**config.mk**
```make
export PLATFORM = sky130hd
export DESIGN_NAME = fetch_stage_flat
export DESIGN_NICKNAME = d
export VERILOG_FILES = /design/src/rtl/fetch_stage_if.sv /design/src/rtl/fetch_stage.sv /design/src/flat_wrapper.sv
export SDC_FILE = /design/constraint.sdc
export NUM_CORES = 1
export LEC_CHECK = 0
export BUFFER_PORTS_ARGS = -buffer_cell sky130_fd_sc_hd__buf_2
export CAP_MARGIN = 20
export CORE_UTILIZATION = 57
export CTS_CLUSTER_SIZE = 14
export DETAILED_ROUTE_END_ITERATION = 6
export GPL_ROUTABILITY_DRIVEN = 0
export PLACE_DENSITY = 0.87
export SLEW_MARGIN = 20
export SYNTH_ARGS = -nofsm -noshare
export SYNTH_HDL_FRONTEND = slang
export SYNTH_SLANG_ARGS = --single-unit
```
**constraint.sdc**
```tcl
create_clock -name clk -period 3.46 [get_ports clk]
set_clock_uncertainty 0.05 [all_clocks]
set_input_delay 0.346 -clock clk [delete_from_list [all_inputs] [get_ports clk]]
set_output_delay 0.346 -clock clk [all_outputs]
set_load 0.05 [all_outputs]
```
**src/rtl/fetch_stage_if.sv**
```systemverilog
// fetch_stage_if: control, redirect, imem and IF/ID signals of the fetch stage
interface fetch_stage_if #(parameter int DATA_WIDTH = 32);
  logic stall, flush, PCSrc, jalr_en, valid_d, halted, misalign;
  logic [DATA_WIDTH-1:0] ImmExt, jalr_target, instr_i, PC, instr_d, pc_d, pc_plus4_d;
  logic [31:0] fetch_count;
  modport master (
    output stall, flush, PCSrc, ImmExt, jalr_en, jalr_target, instr_i,
    input PC, instr_d, pc_d, pc_plus4_d, valid_d, halted, misalign, fetch_count
  );
  modport slave (
    input stall, flush, PCSrc, ImmExt, jalr_en, jalr_target, instr_i,
    output PC, instr_d, pc_d, pc_plus4_d, valid_d, halted, misalign, fetch_count
  );
endinterface

```
**src/rtl/fetch_stage.sv**
```systemverilog
// fetch_stage: RV32I PC / next-PC select / IF-ID register; FETCH_MISALIGN_TRAP_EN halts on misaligned redirect targets
module fetch_stage #(
  parameter int DATA_WIDTH = 32,
  parameter logic [DATA_WIDTH-1:0] RESET_PC = 32'hBFC0_0000
) (
  input logic clk,
  input logic rst,
  fetch_stage_if.slave f
);
  typedef enum logic {RUN, HALT} state_t;
  state_t state;
  logic redirect, squash;
  logic [DATA_WIDTH-1:0] seq, target, next_pc;
  assign seq = f.PC + DATA_WIDTH'(4);
  // redirects come from the decode-stage instruction, so a bubble there cannot redirect
  assign redirect = f.valid_d & (f.jalr_en | f.PCSrc);
  assign target = f.jalr_en ? (f.jalr_target & ~DATA_WIDTH'(1)) : f.pc_d + f.ImmExt;
  assign squash = f.flush | redirect;
`ifdef FETCH_MISALIGN_TRAP_EN
  logic bad;
  assign bad = redirect & (|target[1:0]);
  assign next_pc = redirect ? target : seq;
`else
  assign next_pc = redirect ? (target & ~DATA_WIDTH'(3)) : seq;
  assign f.misalign = 1'b0;
`endif
  always_ff @(posedge clk) begin
    if (rst) begin
      state <= RUN;
      f.PC <= RESET_PC;
      f.instr_d <= '0;
      f.pc_d <= '0;
      f.pc_plus4_d <= '0;
      f.valid_d <= 1'b0;
      f.halted <= 1'b0;
      f.fetch_count <= '0;
`ifdef FETCH_MISALIGN_TRAP_EN
      f.misalign <= 1'b0;
`endif
    end else if (state == RUN) begin
      if (f.stall) begin
        if (f.flush) f.valid_d <= 1'b0;
`ifdef FETCH_MISALIGN_TRAP_EN
      end else if (bad) begin
        state <= HALT;
        f.halted <= 1'b1;
        f.misalign <= 1'b1;
        f.valid_d <= 1'b0;
`endif
      end else begin
        f.PC <= next_pc;
        f.instr_d <= f.instr_i;
        f.pc_d <= f.PC;
        f.pc_plus4_d <= seq;
        f.valid_d <= !squash;
        if (!squash) f.fetch_count <= f.fetch_count + 32'd1;
      end
    end
  end
endmodule

```
**src/flat_wrapper.sv**
```systemverilog
// flat-port wrapper written by rule: the top's interface ports become plain ports
module fetch_stage_flat 
#(
  parameter int DATA_WIDTH = 32,
  parameter logic [DATA_WIDTH-1:0] RESET_PC = 32'hBFC0_0000
)
  (clk, rst, f_stall, f_flush, f_PCSrc, f_ImmExt, f_jalr_en, f_jalr_target, f_instr_i, f_PC, f_instr_d, f_pc_d, f_pc_plus4_d, f_valid_d, f_halted, f_misalign, f_fetch_count);
  fetch_stage_if #(.DATA_WIDTH(DATA_WIDTH)) f_i ();
  input logic clk;
  input logic rst;
  input wire logic [$bits(f_i.stall)-1:0] f_stall;
  input wire logic [$bits(f_i.flush)-1:0] f_flush;
  input wire logic [$bits(f_i.PCSrc)-1:0] f_PCSrc;
  input wire logic [$bits(f_i.ImmExt)-1:0] f_ImmExt;
  input wire logic [$bits(f_i.jalr_en)-1:0] f_jalr_en;
  input wire logic [$bits(f_i.jalr_target)-1:0] f_jalr_target;
  input wire logic [$bits(f_i.instr_i)-1:0] f_instr_i;
  output wire logic [$bits(f_i.PC)-1:0] f_PC;
  output wire logic [$bits(f_i.instr_d)-1:0] f_instr_d;
  output wire logic [$bits(f_i.pc_d)-1:0] f_pc_d;
  output wire logic [$bits(f_i.pc_plus4_d)-1:0] f_pc_plus4_d;
  output wire logic [$bits(f_i.valid_d)-1:0] f_valid_d;
  output wire logic [$bits(f_i.halted)-1:0] f_halted;
  output wire logic [$bits(f_i.misalign)-1:0] f_misalign;
  output wire logic [$bits(f_i.fetch_count)-1:0] f_fetch_count;
  assign f_i.stall = f_stall;
  assign f_i.flush = f_flush;
  assign f_i.PCSrc = f_PCSrc;
  assign f_i.ImmExt = f_ImmExt;
  assign f_i.jalr_en = f_jalr_en;
  assign f_i.jalr_target = f_jalr_target;
  assign f_i.instr_i = f_instr_i;
  assign f_PC = f_i.PC;
  assign f_instr_d = f_i.instr_d;
  assign f_pc_d = f_i.pc_d;
  assign f_pc_plus4_d = f_i.pc_plus4_d;
  assign f_valid_d = f_i.valid_d;
  assign f_halted = f_i.halted;
  assign f_misalign = f_i.misalign;
  assign f_fetch_count = f_i.fetch_count;
  fetch_stage #(.DATA_WIDTH(DATA_WIDTH), .RESET_PC(RESET_PC)) u_core (.clk(clk), .rst(rst), .f(f_i));
endmodule
```
==> metrics.json, run 1 <==
{
  "run_status": {"value": "complete, but fails checks"},
  "violations": {"value": "design-rule violations"},
  "period_utilisation_layout": {"value": 80.1, "unit": "%"},
  "cts_tree": {"value": "done"},
  "grt_util_all_layers": {"value": 32.6, "unit": "%"},
  "effective_utilization_at_floorplan": {"value": 58.4, "unit": "%"},
  "grt_most_used_layer": {"value": "met2"},
  "clockBufferDepth": {"value": 2},
  "grt_pass1_wl": {"value": 41500, "unit": "µm"},
  "critPathRequiredTime": {"value": 3.73, "unit": "ns"},
  "category_of_the_critical_setup_timing_path": {"value": "reg2reg"},
  "timing.critical_path.from_type": {"value": "register"},
  "post-layout-total-power": {"value": 4770, "unit": "µW"},
  "antenna_violations_before_repair": {"value": 0},
  "finalHoldViolations": {"value": 0},
  "timing.slew.headroom": {"value": 37.7, "unit": "%"},
  "place_worst_setup_slack": {"value": 0.623, "unit": "ns"},
  "synth-seq-area-share": {"value": 34.9, "unit": "%"},
  "synth.top_cell.area_share": {"value": 34.9, "unit": "%"},
  "drt-pass1-iter-count": {"value": 7},
  "total_number_of_placement_rows": {"value": 45},
  "timing.critical_path.fanout_max": {"value": 9},
  "cts.hold.buffers_added": {"value": 0},
  "routed_via_density": {"value": 6.05},
  "num_clock_sinks": {"value": 155},
  "yosysWarningCount": {"value": 0},
  "p_leak": {"value": 0.00497, "unit": "µW"},
  "drc": {"value": 4},
  "final_max_slew_viol_count": {"value": 0},
  "yosys.area.top_type": {"value": "dfxtp_1"},
  "post_cts.repair.setup_buffers": {"value": 0},
  "grt_util_met1": {"value": 37.3, "unit": "%"},
  "r2r_end": {"value": "u_core.f.PC[28]$_SDFFE_PP1N_"},
  "clk_pin_slew": {"value": 0.07, "unit": "ns"},
  "arrival": {"value": 3.04, "unit": "ns"},
  "clkLatencyLatePin": {"value": 0.43, "unit": "ns"},
  "drtIter0Drc": {"value": 769},
  "htreeDepth": {"value": 4},
  "grt-ovfl-total": {"value": 0},
  "post_route_cells_drive_above_1_share": {"value": 23.9, "unit": "%"},
  "postLayoutCellArea": {"value": 10800, "unit": "µm²"},
  "numCtsBuffers": {"value": 17},
  "synth.lib_cells_used.distinct": {"value": 80},
  "ys.flop_type": {"value": "dfxtp_1"},
  "crit-reg2reg-launch": {"value": "u_core.f.pc_d[22]$_SDFFE_PP0N_"},
  "vdd_ir_drop_max": {"value": 0.345, "unit": "mV"},
  "setup_total_negative_slack": {"value": 0, "unit": "ns"},
  "hp-class": {"value": "in2reg"},
  "routedWlPerCell": {"value": 17.8, "unit": "µm"},
  "die_x": {"value": 127, "unit": "µm"},
  "fin_crit": {"value": 2.77, "unit": "ns"},
  "buffer_ports.inserted": {"value": 252},
  "synthTopCellsByArea": {"value": "dfxtp_1, mux2i_1, nor2_1, ha_1, nand2_1"},
  "worstSetupEndpoint": {"value": "u_core.f.PC[28]$_SDFFE_PP1N_"},
  "timing.reg2reg.setup_slack": {"value": 0.69, "unit": "ns"},
  "synth_edf_count": {"value": 0},
  "cts.repair.resized": {"value": 0},
  "post-dp-hpwl": {"value": 19100, "unit": "µm"},
  "synth_area_per_cell": {"value": 8.11, "unit": "µm²"},
  "placeableCoreArea": {"value": 15200, "unit": "µm²"},
  "worstSetupStartpoint": {"value": "u_core.f.pc_d[22]$_SDFFE_PP0N_"},
  "grt_pass1_vias": {"value": 8376},
  "grt_start_max_net_pins": {"value": 72},
  "postPlaceCellArea": {"value": 10100, "unit": "µm²"},
  "final_setup_violation_count": {"value": 0},
  "synthesized_cell_area": {"value": 8880, "unit": "µm²"},
  "ant_nets": {"value": 0},
  "floorplan.io_pins": {"value": 265},
  "area_growth_from_synthesis_to_final_layout": {"value": 21.5, "unit": "%"},
  "gate_count_after_technology_mapping": {"value": 1095},
  "ys_seq_elements": {"value": 155},
  "use_met2": {"value": 56.5, "unit": "%"},
  "finalNetCount": {"value": 1437},
  "async_reset_ff_share": {"value": 0, "unit": "%"},
  "groute.layer.met3.usage": {"value": 8.73, "unit": "%"},
  "power_density": {"value": 442, "unit": "nW/µm²"},
  "worstRegToRegCells": {"value": 7},
  "rsz0062_at_grt": {"value": "no"},
  "drt-total-wl": {"value": 26800, "unit": "µm"},
  "maximum_capacitance_violations": {"value": 0},
  "root_buffer": {"value": "clkbuf_16"},
  "slew_of_the_pin_with_the_lowest_slew_margin": {"value": 0.932, "unit": "ns"},
  "postLayoutSetupSlackWorst": {"value": 0.688, "unit": "ns"},
  "route.vias.total": {"value": 9105},
  "die_y": {"value": 127, "unit": "µm"},
  "fmax": {"value": 361, "unit": "MHz"},
  "diode_count": {"value": 0},
  "critical_path_sink_type": {"value": "register"},
  "die_area": {"value": 16100, "unit": "µm²"}
}
-- cells in the final DEF, fill, tap and decap left out, drive strengths merged, types with 5 or more instances in the layout --
master and count:
nand2 103, o211ai 13, conb 8, or3 13, ha 31, o21ai 57, nand3 46, clkinv 6
and3 22, buf 263, mux2i 72, a21o 14, nand2b 5, dfxtp 155, o31ai 7, a211oi 18
nor2 151, a221oi 5, xor2 25, inv 15, nor3 16, clkbuf 19, nand4 20, a21oi 75
a31oi 10, or2 5, o21a 11, and4 12, o22ai 5, xnor2 36, nor4 6
-- critical path, stage by stage, from the launching register on --
cell and delay [ns]:
dfxtp_1 0.32, ha_1 0.45, nand4_1 0.29, nor3_1 0.50
nor4b_1 0.37, a22o_1 0.27, nor3_1 0.06, or3b_1 0.34
-- registers in the layout, indices dropped and copies added, names as in the netlist --
signal                flops
u_core.f.pc_plus4_d      30
u_core.f.valid_d          1
u_core.f.PC              30
u_core.f.fetch_count     32
u_core.f.pc_d            30
u_core.f.instr_d         32
-- report_power, final --
group | internal [µW] | switching (µW) | total [µW]
Combinational | 240 | 569 | 809
Clock | 1250 | 799 | 2050
Sequential | 1850 | 61.6 | 1910
-- per-layer routing --
metal,vias up,part of all wire (%)
met4,0,3.6
met2,458,48
met1,4242,40
met3,70,8.7
met5,-,0
li1,4335,-
-- stage by stage --
step,hold slack [ns],utilization [%],instances
floorplan,0.374,-,1102
global placement,0.396,66.7,1473
detailed placement,0.402,66.7,1473
CTS,0.0902,70.9,1504
global route,0.0919,70.9,1504
finish,0.0949,70.9,1504
-- synth_stat cells (22+ instances only) --
cell / instances
nor2_1: 151
and3_1: 22
mux2i_1: 72
nand3_1: 45
a21oi_1: 74
xor2_1: 25
dfxtp_1: 155
ha_1: 31
xnor2_1: 36
o21ai_0: 56
clkbuf_1: 49
nand2_1: 103
-- kinds of logic (layout without fill, tap and decap cells) --
kind of cell             Yosys count  after routing  synth area share [%]
AND/OR/NAND/NOR                  420            420                  22.7
multiplexers                      73             73                  8.24
AO/OA/AOI/OAI                    259            259                  19.1
adder cells (fa/ha/maj)           31             31                  4.37
buffers and inverters             95            309                  4.55
other                              1              8                0.0422
flip-flops                       155            155                  34.9
XOR/XNOR                          61             61                  6.02
-- worst min-delay path by stage --
stage	from	to	slack [ns]	depth (start not counted)
6_report	f_instr_i[25]	u_core.f.instr_d[25]$_SDFFE_PP0N_	0.09	3
3_5_place_dp	u_core.f.pc_plus4_d[25]$_SDFFE_PP0N_	u_core.f.pc_plus4_d[25]$_SDFFE_PP0N_	0.40	2
2_1_floorplan	f_flush	u_core.f.valid_d$_SDFFE_PP0P_	0.37	1
5_1_grt	f_instr_i[26]	u_core.f.instr_d[26]$_SDFFE_PP0N_	0.09	3
3_3_place_gp	u_core.f.pc_plus4_d[25]$_SDFFE_PP0N_	u_core.f.pc_plus4_d[25]$_SDFFE_PP0N_	0.40	2
4_1_cts	f_instr_i[12]	u_core.f.instr_d[12]$_SDFFE_PP0N_	0.09	3
-- cell type report --
type	count	area [µm²]
inverter	15	56.3
sequential	155	3100
clock buffer	19	453
timing repair buffer	263	1350
tap	188	235
fill	1235	4420
clock inverter	12	188
multi-input combinational	852	5400
Note: power is estimated with default switching activity, not from simulation.
==> run 2: changes to the inputs <==
--- a/config.mk
+++ b/config.mk
@@ -7,11 +7,11 @@
 export LEC_CHECK = 0
 export BUFFER_PORTS_ARGS = -buffer_cell sky130_fd_sc_hd__buf_2
 export CAP_MARGIN = 20
-export CORE_UTILIZATION = 57
+export CORE_UTILIZATION = 47
 export CTS_CLUSTER_SIZE = 14
 export DETAILED_ROUTE_END_ITERATION = 6
 export GPL_ROUTABILITY_DRIVEN = 0
-export PLACE_DENSITY = 0.87
+export PLACE_DENSITY = 0.77
 export SLEW_MARGIN = 20
 export SYNTH_ARGS = -nofsm -noshare
 export SYNTH_HDL_FRONTEND = slang
==> constraint.sdc (replaced) <==
create_clock -name clk -period 2.32 [get_ports clk]
set_clock_uncertainty 0.05 [all_clocks]
set_input_delay 0.232 -clock clk [delete_from_list [all_inputs] [get_ports clk]]
set_output_delay 0.232 -clock clk [all_outputs]
set_load 0.05 [all_outputs]
==> metrics.json, run 2 (same netlist as run 1, synthesis figures left out) <==
{
  "run_status": {"value": "complete, but fails checks"},
  "violations": {"value": "negative setup slack"},
  "fmax": {"value": 418, "unit": "MHz", "change": "+16%"},
  "postLayoutCellArea": {"value": 12000, "unit": "µm²", "change": "+11%"},
  "power.sequential.fraction": {"value": 40.3, "unit": "%", "change": "+0.3 points"},
  "finalHoldViolations": {"value": 0, "change": "unchanged"},
  "area_growth_from_synthesis_to_final_layout": {"value": 34.6, "unit": "%"},
  "combinational_group_share_of_total_power": {"value": 19.5, "unit": "%", "change": "+2.5 points"},
  "grt_util_all_layers": {"value": 30.0, "unit": "%", "change": "-2.6 points"},
  "cts_tree": {"value": "done"},
  "antenna_violations_before_repair": {"value": 9, "change": "+9"},
  "multiInputGateArea": {"value": 5570, "unit": "µm²", "change": "+3.2%"},
  "rsz0062_at_grt": {"value": "yes"},
  "grt-ovfl-total": {"value": 0, "change": "unchanged"},
  "final_common_cell": {"value": "buf_2"},
  "floorplan.io_pins": {"value": 265, "change": "unchanged"},
  "period_utilisation_layout": {"value": 103, "unit": "%", "change": "+23 points"},
  "critPathRequiredTime": {"value": 2.58, "unit": "ns", "change": "-1.15 ns"},
  "critical_path_sink_type": {"value": "register"},
  "vdd_ir_drop_max": {"value": 0.526, "unit": "mV", "change": "+52%"},
  "fillCellCount": {"value": 1511, "change": "+22%"},
  "buffer_ports.inserted": {"value": 252, "change": "unchanged"},
  "postLayoutSetupSlackWorst": {"value": -0.0736, "unit": "ns", "change": "-0.762 ns"},
  "power_density": {"value": 588, "unit": "nW/µm²", "change": "+33%"},
  "finalNetCount": {"value": 1543, "change": "+7.4%"},
  "timing.critical_path.fanout_max": {"value": 4, "change": "-5"},
  "timing.critical_path.max_delay_family": {"value": "compound AO/OA/AOI/OAI gates"},
  "cpMaxStageDelayCell": {"value": "a211o_4"},
  "largest_registers": {"value": "u_core.f.fetch_count: 32 flops, u_core.f.instr_d: 32 flops"},
  "p_leak": {"value": 0.00551, "unit": "µW", "change": "+11%"},
  "cpPeakStageDelay": {"value": 0.37, "unit": "ns", "change": "-0.13 ns"},
  "effective_utilization_at_floorplan": {"value": 48.8, "unit": "%", "change": "-9.6 points"},
  "clock_power_share": {"value": 40.2, "unit": "%", "change": "-2.8 points"},
  "worstRegToRegCells": {"value": 7, "change": "unchanged"},
  "arrival": {"value": 2.65, "unit": "ns", "change": "-0.39 ns"},
  "clockBufferDepth": {"value": 2, "change": "unchanged"},
  "drc": {"value": 0, "change": "-4"},
  "swShare": {"value": 31.7, "unit": "%", "change": "+1.7 points"},
  "die_x": {"value": 139, "unit": "µm", "change": "+10%"},
  "clk_pin_slew": {"value": 0.07, "unit": "ns", "change": "about the same"},
  "grt_start_max_net_pins": {"value": 84, "change": "+17%"},
  "maximum_capacitance_violations": {"value": 0, "change": "unchanged"},
  "seqCellArea": {"value": 3160, "unit": "µm²", "change": "+1.8%"},
  "num_clock_sinks": {"value": 155, "change": "unchanged"},
  "p_switching": {"value": 2230, "unit": "µW", "change": "+56%"},
  "die_area": {"value": 19400, "unit": "µm²", "change": "+21%"},
  "htreeDepth": {"value": 4, "change": "unchanged"},
  "routed_via_density": {"value": 5.74, "change": "-5.2%"},
  "drt-total-wl": {"value": 29700, "unit": "µm", "change": "+11%"},
  "path_depth": {"value": 7, "change": "unchanged"},
  "root_buffer": {"value": "clkbuf_16"},
  "setup_total_negative_slack": {"value": -0.0818, "unit": "ns", "change": "-0.0818 ns"},
  "cp_cell_sequence": {"value": "ha_4 > o21a_1 > o211a_1 > a211o_4 > a22o_4 > o311ai_2 > or3b_1"},
  "category_of_the_critical_setup_timing_path": {"value": "reg2reg"},
  "worstSetupEndpoint": {"value": "u_core.f.PC[28]$_SDFFE_PP1N_"},
  "most-common-layout-cells": {"value": "buf_2, nor2_1, dfxtp_1"},
  "timing.slew.headroom": {"value": 64.4, "unit": "%", "change": "+27 points"},
  "worstSetupStartpoint": {"value": "u_core.f.pc_d[6]$_SDFFE_PP0N_"},
  "numCtsBuffers": {"value": 17, "change": "unchanged"},
  "post_route_cells_drive_above_1_share": {"value": 31.4, "unit": "%", "change": "+7.6 points"},
  "drtIter0Drc": {"value": 729, "change": "-5.2%"},
  "cp_num_buf_inv": {"value": 0, "change": "unchanged"},
  "route.vias.total": {"value": 9519, "change": "+4.5%"},
  "drt-pass1-iter-count": {"value": 6, "change": "-1"},
  "postPlaceCellArea": {"value": 10900, "unit": "µm²", "change": "+7.6%"},
  "fin_crit": {"value": 2.39, "unit": "ns", "change": "-0.378 ns"},
  "r2r_end": {"value": "u_core.f.PC[28]$_SDFFE_PP1N_"},
  "grt_pass1_wl": {"value": 46400, "unit": "µm", "change": "+12%"},
  "clkLatencyLatePin": {"value": 0.43, "unit": "ns", "change": "about the same"},
  "final_setup_violation_count": {"value": 2, "change": "+2"},
  "grt_pass1_vias": {"value": 8925, "change": "+6.6%"},
  "slew_of_the_pin_with_the_lowest_slew_margin": {"value": 0.528, "unit": "ns", "change": "-0.403 ns"},
  "hp-class": {"value": "in2reg"},
  "post-dp-hpwl": {"value": 21400, "unit": "µm", "change": "+12%"},
  "die_y": {"value": 139, "unit": "µm", "change": "+10%"},
  "timing.critical_path.from_type": {"value": "register"},
  "placeableCoreArea": {"value": 18200, "unit": "µm²", "change": "+20%"},
  "final_max_slew_viol_count": {"value": 0, "change": "unchanged"},
  "p_int": {"value": 4800, "unit": "µW", "change": "+44%"},
  "timing.reg2reg.setup_slack": {"value": -0.07, "unit": "ns", "change": "-0.76 ns"},
  "ant_nets": {"value": 0, "change": "unchanged"},
  "routedWlPerCell": {"value": 17.9, "unit": "µm", "change": "+0.63%"},
  "total_number_of_placement_rows": {"value": 49, "change": "+8.9%"},
  "crit-reg2reg-launch": {"value": "u_core.f.pc_d[6]$_SDFFE_PP0N_"}
}
[run 2: changes by cell type in the layout (fill, tap and decap cells not counted), sizes merged]
cell,before,now
bufinv,4,1
buf,263,341
clkbuf,19,18
dlygate4sd3,0,28
clkinv,6,4
clkinvlp,2,1
diode,0,6
inv,15,23
[run 2: how the worst min path moves through the flow]
stage / from / slack [ns] / endpoint / cells past startpoint
4_1_cts: f_instr_i[24] / 0.0009 / u_core.f.instr_d[24]$_SDFFE_PP0N_ / 3
2_1_floorplan: f_flush / 0.26 / u_core.f.valid_d$_SDFFE_PP0P_ / 1
3_5_place_dp: u_core.f.pc_plus4_d[26]$_SDFFE_PP0N_ / 0.40 / u_core.f.pc_plus4_d[26]$_SDFFE_PP0N_ / 2
6_report: f_instr_i[19] / 0.009 / u_core.f.instr_d[19]$_SDFFE_PP0N_ / 3
3_3_place_gp: u_core.f.pc_plus4_d[25]$_SDFFE_PP0N_ / 0.39 / u_core.f.pc_plus4_d[25]$_SDFFE_PP0N_ / 2
5_1_grt: f_flush / 0.01 / u_core.f.valid_d$_SDFFE_PP0P_ / 2
[run 2: power by group through the flow]
stage | Sequential [µW] | Clock (µW) | Combinational [µW]
floorplan | 3210 | 0 | 565
global placement | 2890 | 0 | 1280
detailed placement | 2890 | 0 | 1290
CTS | 2830 | 2870 | 1340
global route | 2850 | 2990 | 1460
finish | 2840 | 2830 | 1370
[run 2: layout make-up]
type | count | share of cell area, %
multi-input cells | 852 | 46.6
flip-flops and latches | 155 | 26.4
repair buffers | 369 | 19.0
clock buffers | 18 | 3.77
well taps | 229 | 2.40
clock inverters | 14 | 1.20
inverters | 15 | 0.471
diodes | 6 | 0.126
[run 2: stage by stage]
| stage | setup slack (ns) | total power, µW | utilization, % | hold WS [ns] | cells |
|---|---|---|---|---|---|
| 2_1_floorplan | -0.0655 | 3770 | - | 0.260 | 1102 |
| 3_3_place_gp | -0.114 | 4170 | 60.0 | 0.394 | 1588 |
| 3_5_place_dp | -0.147 | 4190 | 60.0 | 0.402 | 1588 |
| 4_1_cts | -0.102 | 7040 | 65.1 | 0.000854 | 1649 |
| 5_1_grt | -0.0975 | 7290 | 65.6 | 0.0109 | 1657 |
| 6_report | -0.0736 | 7030 | 65.6 | 0.00929 | 1658 |
[run 2: worst register-to-register path, delay by kind of cell (launching register included)]
family                     cells  cell delay, ns
AOI/OAI and AO/OA              5            1.28
adders and majority gates      1            0.24
DFF                            1            0.35
and+or+nand+nor                1            0.36
[run 2: what timing repair did]
action	CTS	global route
pin swaps	5	5
hold buffers	28	0
gates cloned	0	0
resized for setup	5	15
hold endpoints to repair	28	0
setup endpoints to repair	5	12
buffers inserted	1	3
[run 2: metal layers]
metal  track usage [%]  share of wire, %  up-vias
met5                 0              0.11        -
met4              15.6               3.9        6
met3              9.36               9.6       81
met2              48.1                46      484
met1              36.1                41     4390
li1                  -                 -     4558
